===== src/rtl/uart_rx_os.sv =====
// Oversampling UART receiver: 2-FF input synchroniser, runtime baud tick, 3-sample
// majority vote per bit, optional parity, 1/2 stop bits and a valid/ready output.
module uart_rx_os #(
  parameter int DATA_BITS  = 8,
  parameter int OVERSAMPLE = 16,
  parameter int DIV_W      = 16,
  parameter bit PARITY_EN  = 1'b0,
  parameter bit PARITY_ODD = 1'b0,
  parameter int STOP_BITS  = 1
) (
  input  logic                 sysclk,
  input  logic                 reset_n,
  input  logic [DIV_W-1:0]     baud_div_i,
  input  logic                 rx_i,
  output logic [DATA_BITS-1:0] rx_data_o,
  output logic                 rx_valid_o,
  input  logic                 rx_ready_i,
  output logic                 parity_err_o,
  output logic                 frame_err_o,
  output logic                 overrun_o,
  output logic                 busy_o
);

  localparam int OS_W  = $clog2(OVERSAMPLE);
  localparam int BIT_W = 4;
  localparam logic [OS_W-1:0]  SAMP_A    = OS_W'(OVERSAMPLE/2 - 1);
  localparam logic [OS_W-1:0]  SAMP_B    = OS_W'(OVERSAMPLE/2);
  localparam logic [OS_W-1:0]  SAMP_C    = OS_W'(OVERSAMPLE/2 + 1);
  localparam logic [OS_W-1:0]  OS_LAST   = OS_W'(OVERSAMPLE - 1);
  localparam logic [BIT_W-1:0] DATA_LAST = BIT_W'(DATA_BITS - 1);
  localparam logic [BIT_W-1:0] STOP_LAST = BIT_W'(STOP_BITS - 1);

  typedef enum logic [2:0] {
    S_IDLE,
    S_START,
    S_DATA,
    S_PARITY,
    S_STOP
  } state_t;

  state_t                r_state;
  state_t                w_state_nx;
  logic                  r_sync1;
  logic                  r_sync2;
  logic [DIV_W-1:0]      r_div_cnt;
  logic [DIV_W-1:0]      r_div_lat;
  logic [OS_W-1:0]       r_os_cnt;
  logic [BIT_W-1:0]      r_bit_cnt;
  logic                  r_armed;
  logic                  r_samp_a;
  logic                  r_samp_b;
  logic [DATA_BITS-1:0]  r_shift;
  logic                  r_par_bit;
  logic                  r_ferr;
  logic [DATA_BITS-1:0]  r_data;
  logic                  r_valid;
  logic                  r_perr_o;
  logic                  r_ferr_o;
  logic                  r_overrun;

  logic w_rx_s;
  logic w_tick;
  logic w_start;
  logic w_vote_tick;
  logic w_bit_end;
  logic w_vote;
  logic w_done;
  logic w_bit_clr;
  logic w_bit_inc;
  logic w_perr_fin;
  logic w_ferr_fin;

  assign w_rx_s      = r_sync2;
  assign w_tick      = (r_div_cnt == r_div_lat);
  assign w_start     = (r_state == S_IDLE) && r_armed && !w_rx_s;
  assign w_vote_tick = w_tick && (r_os_cnt == SAMP_C);
  assign w_bit_end   = w_tick && (r_os_cnt == OS_LAST);
  assign w_vote      = (r_samp_a & r_samp_b) | (r_samp_a & w_rx_s) | (r_samp_b & w_rx_s);
  assign w_done      = (r_state == S_STOP) && w_vote_tick && (r_bit_cnt == STOP_LAST);
  assign w_perr_fin  = PARITY_EN && (((^r_shift) ^ r_par_bit) != PARITY_ODD);
  assign w_ferr_fin  = r_ferr | ~w_vote;

  // Stage: input synchroniser and baud tick
  always_ff @(posedge sysclk) begin
    if (!reset_n) begin
      r_sync1   <= 1'b1;
      r_sync2   <= 1'b1;
      r_div_cnt <= '0;
      r_div_lat <= baud_div_i;
    end else begin
      r_sync1 <= rx_i;
      r_sync2 <= r_sync1;
      if (w_start || w_tick) begin
        r_div_cnt <= '0;
        r_div_lat <= baud_div_i;
      end else begin
        r_div_cnt <= r_div_cnt + DIV_W'(1);
      end
    end
  end

  always_ff @(posedge sysclk) begin
    if (!reset_n) begin
      r_state <= S_IDLE;
    end else begin
      r_state <= w_state_nx;
    end
  end

  always_comb begin
    w_state_nx = r_state;
    w_bit_clr  = 1'b0;
    w_bit_inc  = 1'b0;
    case (r_state)
      S_IDLE: begin
        if (w_start) begin
          w_state_nx = S_START;
          w_bit_clr  = 1'b1;
        end
      end
      S_START: begin
        if (w_vote_tick && w_vote) begin
          w_state_nx = S_IDLE;
        end else if (w_bit_end) begin
          w_state_nx = S_DATA;
          w_bit_clr  = 1'b1;
        end
      end
      S_DATA: begin
        if (w_bit_end) begin
          if (r_bit_cnt == DATA_LAST) begin
            w_state_nx = PARITY_EN ? S_PARITY : S_STOP;
            w_bit_clr  = 1'b1;
          end else begin
            w_bit_inc = 1'b1;
          end
        end
      end
      S_PARITY: begin
        if (w_bit_end) begin
          w_state_nx = S_STOP;
          w_bit_clr  = 1'b1;
        end
      end
      S_STOP: begin
        if (w_done) begin
          w_state_nx = S_IDLE;
        end else if (w_bit_end) begin
          w_bit_inc = 1'b1;
        end
      end
      default: w_state_nx = S_IDLE;
    endcase
  end

  // Stage: bit timing, arming and sample capture
  always_ff @(posedge sysclk) begin
    if (!reset_n) begin
      r_os_cnt  <= '0;
      r_bit_cnt <= '0;
      r_armed   <= 1'b0;
      r_ferr    <= 1'b0;
    end else begin
      if (w_start) begin
        r_os_cnt <= '0;
      end else if (w_tick && (r_state != S_IDLE)) begin
        if ((r_os_cnt == OS_LAST) || (w_state_nx == S_IDLE)) begin
          r_os_cnt <= '0;
        end else begin
          r_os_cnt <= r_os_cnt + OS_W'(1);
        end
      end

      if (w_bit_clr) begin
        r_bit_cnt <= '0;
      end else if (w_bit_inc) begin
        r_bit_cnt <= r_bit_cnt + BIT_W'(1);
      end

      // Re-arming needs a full tick of idle-high line, which also blocks restarts during a break.
      if ((r_state != S_IDLE) && (w_state_nx == S_IDLE)) begin
        r_armed <= 1'b0;
      end else if (r_state == S_IDLE) begin
        if (!w_rx_s) begin
          r_armed <= 1'b0;
        end else if (w_tick) begin
          r_armed <= 1'b1;
        end
      end

      if (w_start) begin
        r_ferr <= 1'b0;
      end else if ((r_state == S_STOP) && w_vote_tick && !w_vote) begin
        r_ferr <= 1'b1;
      end
    end
  end

  always_ff @(posedge sysclk) begin
    if (w_tick && (r_os_cnt == SAMP_A)) r_samp_a <= w_rx_s;
    if (w_tick && (r_os_cnt == SAMP_B)) r_samp_b <= w_rx_s;
    if ((r_state == S_DATA) && w_vote_tick) begin
      r_shift <= {w_vote, r_shift[DATA_BITS-1:1]};
    end
    if ((r_state == S_PARITY) && w_vote_tick) begin
      r_par_bit <= w_vote;
    end
  end

  // Stage: output holding register and handshake
  always_ff @(posedge sysclk) begin
    if (!reset_n) begin
      r_data    <= '0;
      r_valid   <= 1'b0;
      r_perr_o  <= 1'b0;
      r_ferr_o  <= 1'b0;
      r_overrun <= 1'b0;
    end else begin
      r_overrun <= w_done && r_valid && !rx_ready_i;
      if (w_done && (!r_valid || rx_ready_i)) begin
        r_valid  <= 1'b1;
        r_data   <= r_shift;
        r_perr_o <= w_perr_fin;
        r_ferr_o <= w_ferr_fin;
      end else if (r_valid && rx_ready_i) begin
        r_valid  <= 1'b0;
        r_perr_o <= 1'b0;
        r_ferr_o <= 1'b0;
      end
    end
  end

  assign rx_data_o    = r_data;
  assign rx_valid_o   = r_valid;
  assign parity_err_o = r_perr_o;
  assign frame_err_o  = r_ferr_o;
  assign overrun_o    = r_overrun;
  assign busy_o       = (r_state != S_IDLE);

endmodule


===== config.mk =====
export PLATFORM = sky130hd
export DESIGN_NAME = uart_rx_os
export DESIGN_NICKNAME = d
export VERILOG_FILES = /design/src/rtl/uart_rx_os.sv
export SDC_FILE = /design/constraint.sdc
export NUM_CORES = 1
export LEC_CHECK = 0
export CAP_MARGIN = 30
export CORE_ASPECT_RATIO = 0.8
export CORE_MARGIN = 2
export CORE_UTILIZATION = 50
export DETAILED_ROUTE_END_ITERATION = 12
export GPL_TIMING_DRIVEN = 0
export PLACE_DENSITY = 0.8
export SLEW_MARGIN = 0
export SYNTH_ARGS = -nofsm -noshare
export SYNTH_HDL_FRONTEND = slang
export SYNTH_SLANG_ARGS = --single-unit

===== constraint.sdc =====
create_clock -name sysclk -period 3.2 [get_ports sysclk]
set_input_delay 0.64 -clock sysclk [delete_from_list [all_inputs] [get_ports sysclk]]
set_output_delay 0.64 -clock sysclk [all_outputs]
set_load 0.05 [all_outputs]

# Yosys cells after proc, flatten, opt, wreduce, memory -nomap -nowiden
# Index checks and enable logic that the tools add are counted.
# op_classes
addsub	3
n_eq_ne	12
mux	26
n_bitwise	8
n_reduce_logical	34
# op_table
op	count
2-to-1 mux 16 bit	2
2-to-1 mux 3 bit	7
logical AND 1 bit	17
adder 16 x 1 -> 16 bit (second input constant)	1
equality test 16 bit	1
one-hot mux 3 bit (5 select lines)	1
2-to-1 mux 1 bit	13
equality test 4 bit (second input constant)	3
adder 4 x 1 -> 4 bit (second input constant)	2
equality test 4 x 3 -> 1 bit (second input constant)	2
OR reduction 2 bit	4
equality test 3 x 2 -> 1 bit (second input constant)	2
zero test 3 bit	2
zero test 1 bit	4
zero test 4 bit	1
2-to-1 mux 4 bit	1
!= test 2 x 1 -> 1 bit (second input constant)	2
one-hot mux 1 bit (4 select lines)	1
AND 1 bit	3
equality test 3 x 1 -> 1 bit (second input constant)	1
equality test 3 bit (second input constant)	1
logical OR 1 bit	3
OR 1 bit	3
nonzero test 3 bit	1
4 further kinds	5
# totals
ff_bits	68
out_inout_bits	13
wordCells	99

# Logic depth before layout (Yosys ltp)
# depth
depth_word	9
depth_mapped	9
depth_no_buf	8

# Least setup slack after synthesis
# Ideal clock, no wire load.
# synth_timing
path_kind	register to register
from	reg r_div_cnt[2]
to	reg r_shift[0], enable pin
arrival_ps	2058
t_required_ps	2805
path_slack_ps	747
stages_incl_launch_ff	8
n_path_buf	2
period_less_slack_ps	2453
path_cell_list	dfxtp_1 buf_6 xor2_1 nor4_2 and4_1 buf_4 nand2_1 nor4_1
# synth_via
elab_chain_len	3
# synth_lines
element	line_no	text
start: declaration	45	logic [DIV_W-1:0] r_div_cnt;
start signal: assignment	97	r_div_cnt <= r_div_cnt + DIV_W'(1);
equality test 16 bit	74	assign w_tick = (r_div_cnt == r_div_lat);
logical AND 1 bit	76	assign w_vote_tick = w_tick && (r_os_cnt == SAMP_C);
logical AND 1 bit	202	if ((r_state == S_DATA) && w_vote_tick) begin
end signal: assignment	203	r_shift <= {w_vote, r_shift[DATA_BITS-1:1]};
end: declaration	52	logic [DATA_BITS-1:0] r_shift;
# Every way passes these cells.
# A chain may end at the register's enable or synchronous reset.

# Final worst setup path
# layout_timing
from	reg r_div_lat[6]
to	reg r_armed
# layout_via
elab_chain_len	9
word_cells_on_any_way	17
classes_between	2 x eq/ne; 6 x mux; 9 x reduce/logical
# layout_lines
element	line_no	text
start: declaration	46	logic [DIV_W-1:0] r_div_lat;
start signal: assignment	89	r_div_lat <= baud_div_i;
start signal: assignment	95	r_div_lat <= baud_div_i;
equality test 16 bit (*)	74	
logical AND 1 bit	76	
logical AND 1 bit (2 in series)	79	assign w_done = (r_state == S_STOP) && w_vote_tick && (r_bit_cnt == STOP_LAST);
2-to-1 mux 3 bit	146	if (w_done) begin
one-hot mux 3 bit (5 select lines)	114	case (r_state)
zero test 3 bit	181	if ((r_state != S_IDLE) && (w_state_nx == S_IDLE)) begin
logical AND 1 bit	181	
OR reduction 2 bit (no source line)	-	
end signal: assignment	182	r_armed <= 1'b0;
end signal: assignment	185	r_armed <= 1'b0;
end signal: assignment	187	r_armed <= 1'b1;
end: declaration	49	logic r_armed;
# Mark *: on every way between the ends. The rest lies on a longest branch, timed or not.

==> summary.md <==
| Metric | Value |
|---|---|
| Met3 Use GR | `0.0705` |
| Yosys cell types | `46` |
| Post-synth EDFFs | `26` |
| Port Buf Inserts | `31` |
| Class of the worst hold path | `flop to flop` |
| Vias after detailed routing | `2,029` |
| WP data required | `3410 ps` |
| Final HPWL DP | `3820 microns` |
| DR iter-0 viols | `141` |
| Final WS setup | `352 ps` |
| First-pass GRT wire length | `9160 microns` |
| Xor and xnor area share after synthesis | `0.0936` |
| GR Util met2 | `0.282` |
| Critical path startpoint category | `flop` |
| Worst Tran Pin Value | `685 ps` |
| Pins Over Slew Limit | `0` |
| Worst r2r dst | `r_armed$_SDFFE_PP0P_` |
| Starting Density | `0.525` |
| GRT busiest layer | `met2` |
| Combinational power share | `0.041` |
| Outcome | `complete, no violations` |
| WHS Endpoint | `r_sync2$_SDFF_PN1_` |
| Switch share | `0.218` |
| Hold path depth | `1` |
| Post-Syn Area per Cell | `10.9 sq um` |
| Synth Register Bits | `68` |
| Inserted Clock Buffers | `9` |
| Synth Instances | `267` |
| Post-DRT Antenna Nets | `0` |
| Vias/cell | `5.15` |
| Final Cell Area | `0.00352 sq mm` |
| Crit. End Element | `flop` |
| Data arrival, critical path | `3060 ps` |
| R2r setup slk | `350 ps` |
| Clk pwr share | `0.404` |
| Pre-CTS setup slack | `289 ps` |
| 1st-pass router iterations | `4` |
| CP max FO | `7` |
| Final #Nets | `337` |
| Initial antenna violation count | `0` |
| Clock tree buffer depth | `2` |
| CTS tree | `done` |
| Static Leak | `0.00129 uW` |
| Die area | `0.00643 sq mm` |
| Final WL | `5360 microns` |
| Hold Path Origin | `r_sync1$_SDFF_PN1_` |
| I/O pins | `33` |
| H-tree Lvls | `3` |
| Syn nets | `293` |
| Mapped cell area | `0.00290 sq mm` |
| Total Power | `1660 uW` |
| Synth Flop Type | `dfxtp_1` |
| Final setup violation count | `0` |
| Min Tclk post-route | `2850 ps` |
| Internal | `1300 uW` |
| Crit Reg-Reg Startpoint | `r_div_lat[6]$_DFFE_PP_` |
| Switching power | `362 uW` |
| RePlAce Congestion | `0.845` |
| Met1 usage | `0.256` |
| Final hold violations | `0` |
| Path depth of the worst reg2reg path | `7` |
| Sequential cell area fraction in the yosys report | `0.559` |
| Largest family of logic cells by synthesized area | `simple AND/OR/NAND/NOR gates` |
| Synth async-reset ratio | `0` |
| Vias in the first global route | `1,975` |
| Die Height | `72.1 microns` |
| Root buf cell | `clkbuf_8` |
| Seq pwr share | `0.555` |
| Post-synthesis mux area share | `0.0311` |
| Simple-Gate Fraction of Synth Area | `0.199` |
| Worst-Skew Late Latency | `340 ps` |
| Setup CP Type | `flop to flop` |
| Antenna diodes | `0` |
| Total core area | `0.00553 sq mm` |
| Die width | `89.2 microns` |
| Max-cap violation count | `0` |
| Adder-cell share of the synthesized area | `0.0293` |
| Drt wl/cell | `13.6 microns` |
| Setup Buffers After CTS | `0` |
| Worst-path clk slew | `70 ps` |
| DP Area | `0.00333 sq mm` |
| Final Skew | `3.55 ps` |
| PD cells | `471 mW/mm^2` |
| VDD IR max | `0.309 mV` |
| Finished Core Util | `0.637` |
| Final Cycle Share | `0.890` |
| Max_slew headroom | `0.539` |
| Yosys warns | `0` |
| Fmax | `0.351 GHz` |
| CTS resizes | `0` |
| Layout cell share with drive strength beyond 1 | `0.0854` |
| Area growth syn-to-layout | `21.4%` |
| Clock sink count | `68` |
| Gr usage total | `0.189` |
| FP Rows | `24` |
| RSZ-0062 raised after global routing | `false` |
| Hold Buf Count CTS | `0` |
| Pin count of the biggest net entering global routing | `21` |
| Synth Area in Compound Gates | `0.0565` |
| Residual DRC | `0` |
| Grt total ovfl | `0` |
[power groups by stage]
| stage | Sequential (uW) | Combinational (uW) | Clock (uW) |
|---|---|---|---|
| floorplan | 939 | 33.3 | 0 |
| global placement | 941 | 64.8 | 0 |
| detailed placement | 941 | 68.2 | 0 |
| CTS | 921 | 68.7 | 687 |
| global route | 922 | 75.3 | 722 |
| finish | 921 | 68.3 | 671 |
[cells by family (layout without fill, tap and decap cells)]
kind of cell    after synthesis  in the layout
mux                           9              9
fa+ha+maj                     7              7
xor+xnor                     31             31
buf+inv                      17             66
other cells                   1              1
flops                        68             68
simple gates                109            109
compound gates               25             25
[layout by cell type (no fill, tap or decap), types with 2 or more instances in the layout]
cell | Yosys | final
ha_1 | 6 | 6
edfxtp_1 | 26 | 26
xnor2_1 | 5 | 5
clkbuf_8 | 0 | 10
a31oi_1 | 3 | 3
and2_1 | 4 | 4
nor4_2 | 2 | 2
xor2_1 | 26 | 26
nand3b_1 | 2 | 2
inv_1 | 8 | 8
o21ai_0 | 7 | 7
buf_4 | 2 | 2
clkinv_2 | 0 | 2
inv_4 | 0 | 2
clkdlybuf4s50_1 | 0 | 31
nor3_1 | 4 | 4
nand2_1 | 16 | 16
mux2i_1 | 9 | 9
and3_1 | 8 | 8
nor2_1 | 25 | 25
nand2b_1 | 5 | 5
clkbuf_1 | 5 | 5
a21oi_1 | 4 | 4
dfxtp_1 | 42 | 42
or3_1 | 2 | 2
buf_6 | 2 | 2
nand3_1 | 17 | 17
nor4_1 | 4 | 4
nor2b_1 | 12 | 12
[synth_stat cells, types with 2 or more instances]
cell type  count  share of area
and3_1         8          0.017
inv_1          8          0.010
a31oi_1        3         0.0065
nor2_1        25          0.032
buf_6          2         0.0078
nor4_1         4         0.0086
clkbuf_1       5         0.0065
dfxtp_1       42           0.29
nor3_1         4         0.0069
mux2i_1        9          0.031
and2_1         4         0.0086
a21oi_1        4         0.0069
nor2b_1       12          0.026
nand2b_1       5          0.011
or3_1          2         0.0043
buf_4          2         0.0052
edfxtp_1      26           0.27
xnor2_1        5          0.015
o21ai_0        7          0.012
nand3_1       17          0.029
nand3b_1       2         0.0052
ha_1           6          0.026
xor2_1        26          0.079
nand2_1       16          0.021
nor4_2         2         0.0086
[per-stage QoR]
stage / hold slack, ps / cells / TNS (ps)
4_1_cts: 423 / 394 / 0
5_1_grt: 460 / 394 / 0
2_1_floorplan: 386 / 267 / 0
3_3_place_gp: 403 / 376 / -855
3_5_place_dp: 400 / 378 / 0
6_report: 424 / 394 / 0
[layer usage]
metal / part of all wire / vias up
met2: 0.45 / 55
met1: 0.48 / 952
met5: 0 / -
met4: 0.012 / 0
li1: - / 1013
met3: 0.057 / 9
[area by class of cell]
class,count,area (sq um)
plain buffers,9,56.3
clock buffers,11,163
clock inverters,5,31.3
fillers,468,2000
inverters,8,30.0
multi-input cells,182,1190
flip-flops and latches,68,1620
well taps,78,97.6
repair buffers,33,330
[registers in the layout, indices dropped and copies added, names as in the netlist, 3 cells and up]
register / cells
rx_data_o: 8
r_os_cnt: 4
r_shift: 8
r_state: 3
r_div_lat: 16
r_div_cnt: 16
r_bit_cnt: 4
[critical path: stages (launching register included)]
cell and delay (ps):
edfxtp_1 380, xor2_1 150, nor4_1 500, nand4_1 440, o311ai_1 460, o21ai_0 270, nor3_2 390, o21ai_0 140
[how the worst max path moves through the flow]
stage / depth (start not counted) / end / from / slack (ps)
after detailed placement: 6 / r_div_lat[0]$_DFFE_PP_ / reset_n / 290
after floorplan: 7 / r_shift[0]$_DFFE_PP_ / r_div_cnt[2]$_SDFF_PP0_ / 750
after CTS: 7 / r_armed$_SDFFE_PP0P_ / r_div_lat[6]$_DFFE_PP_ / 400
after global placement: 5 / r_div_lat[0]$_DFFE_PP_ / reset_n / -50
after global routing: 7 / r_os_cnt[0]$_SDFFE_PP0P_ / r_div_lat[6]$_DFFE_PP_ / 130
final: 7 / r_armed$_SDFFE_PP0P_ / r_div_lat[6]$_DFFE_PP_ / 350
Power figures use the tool's default switching activity.
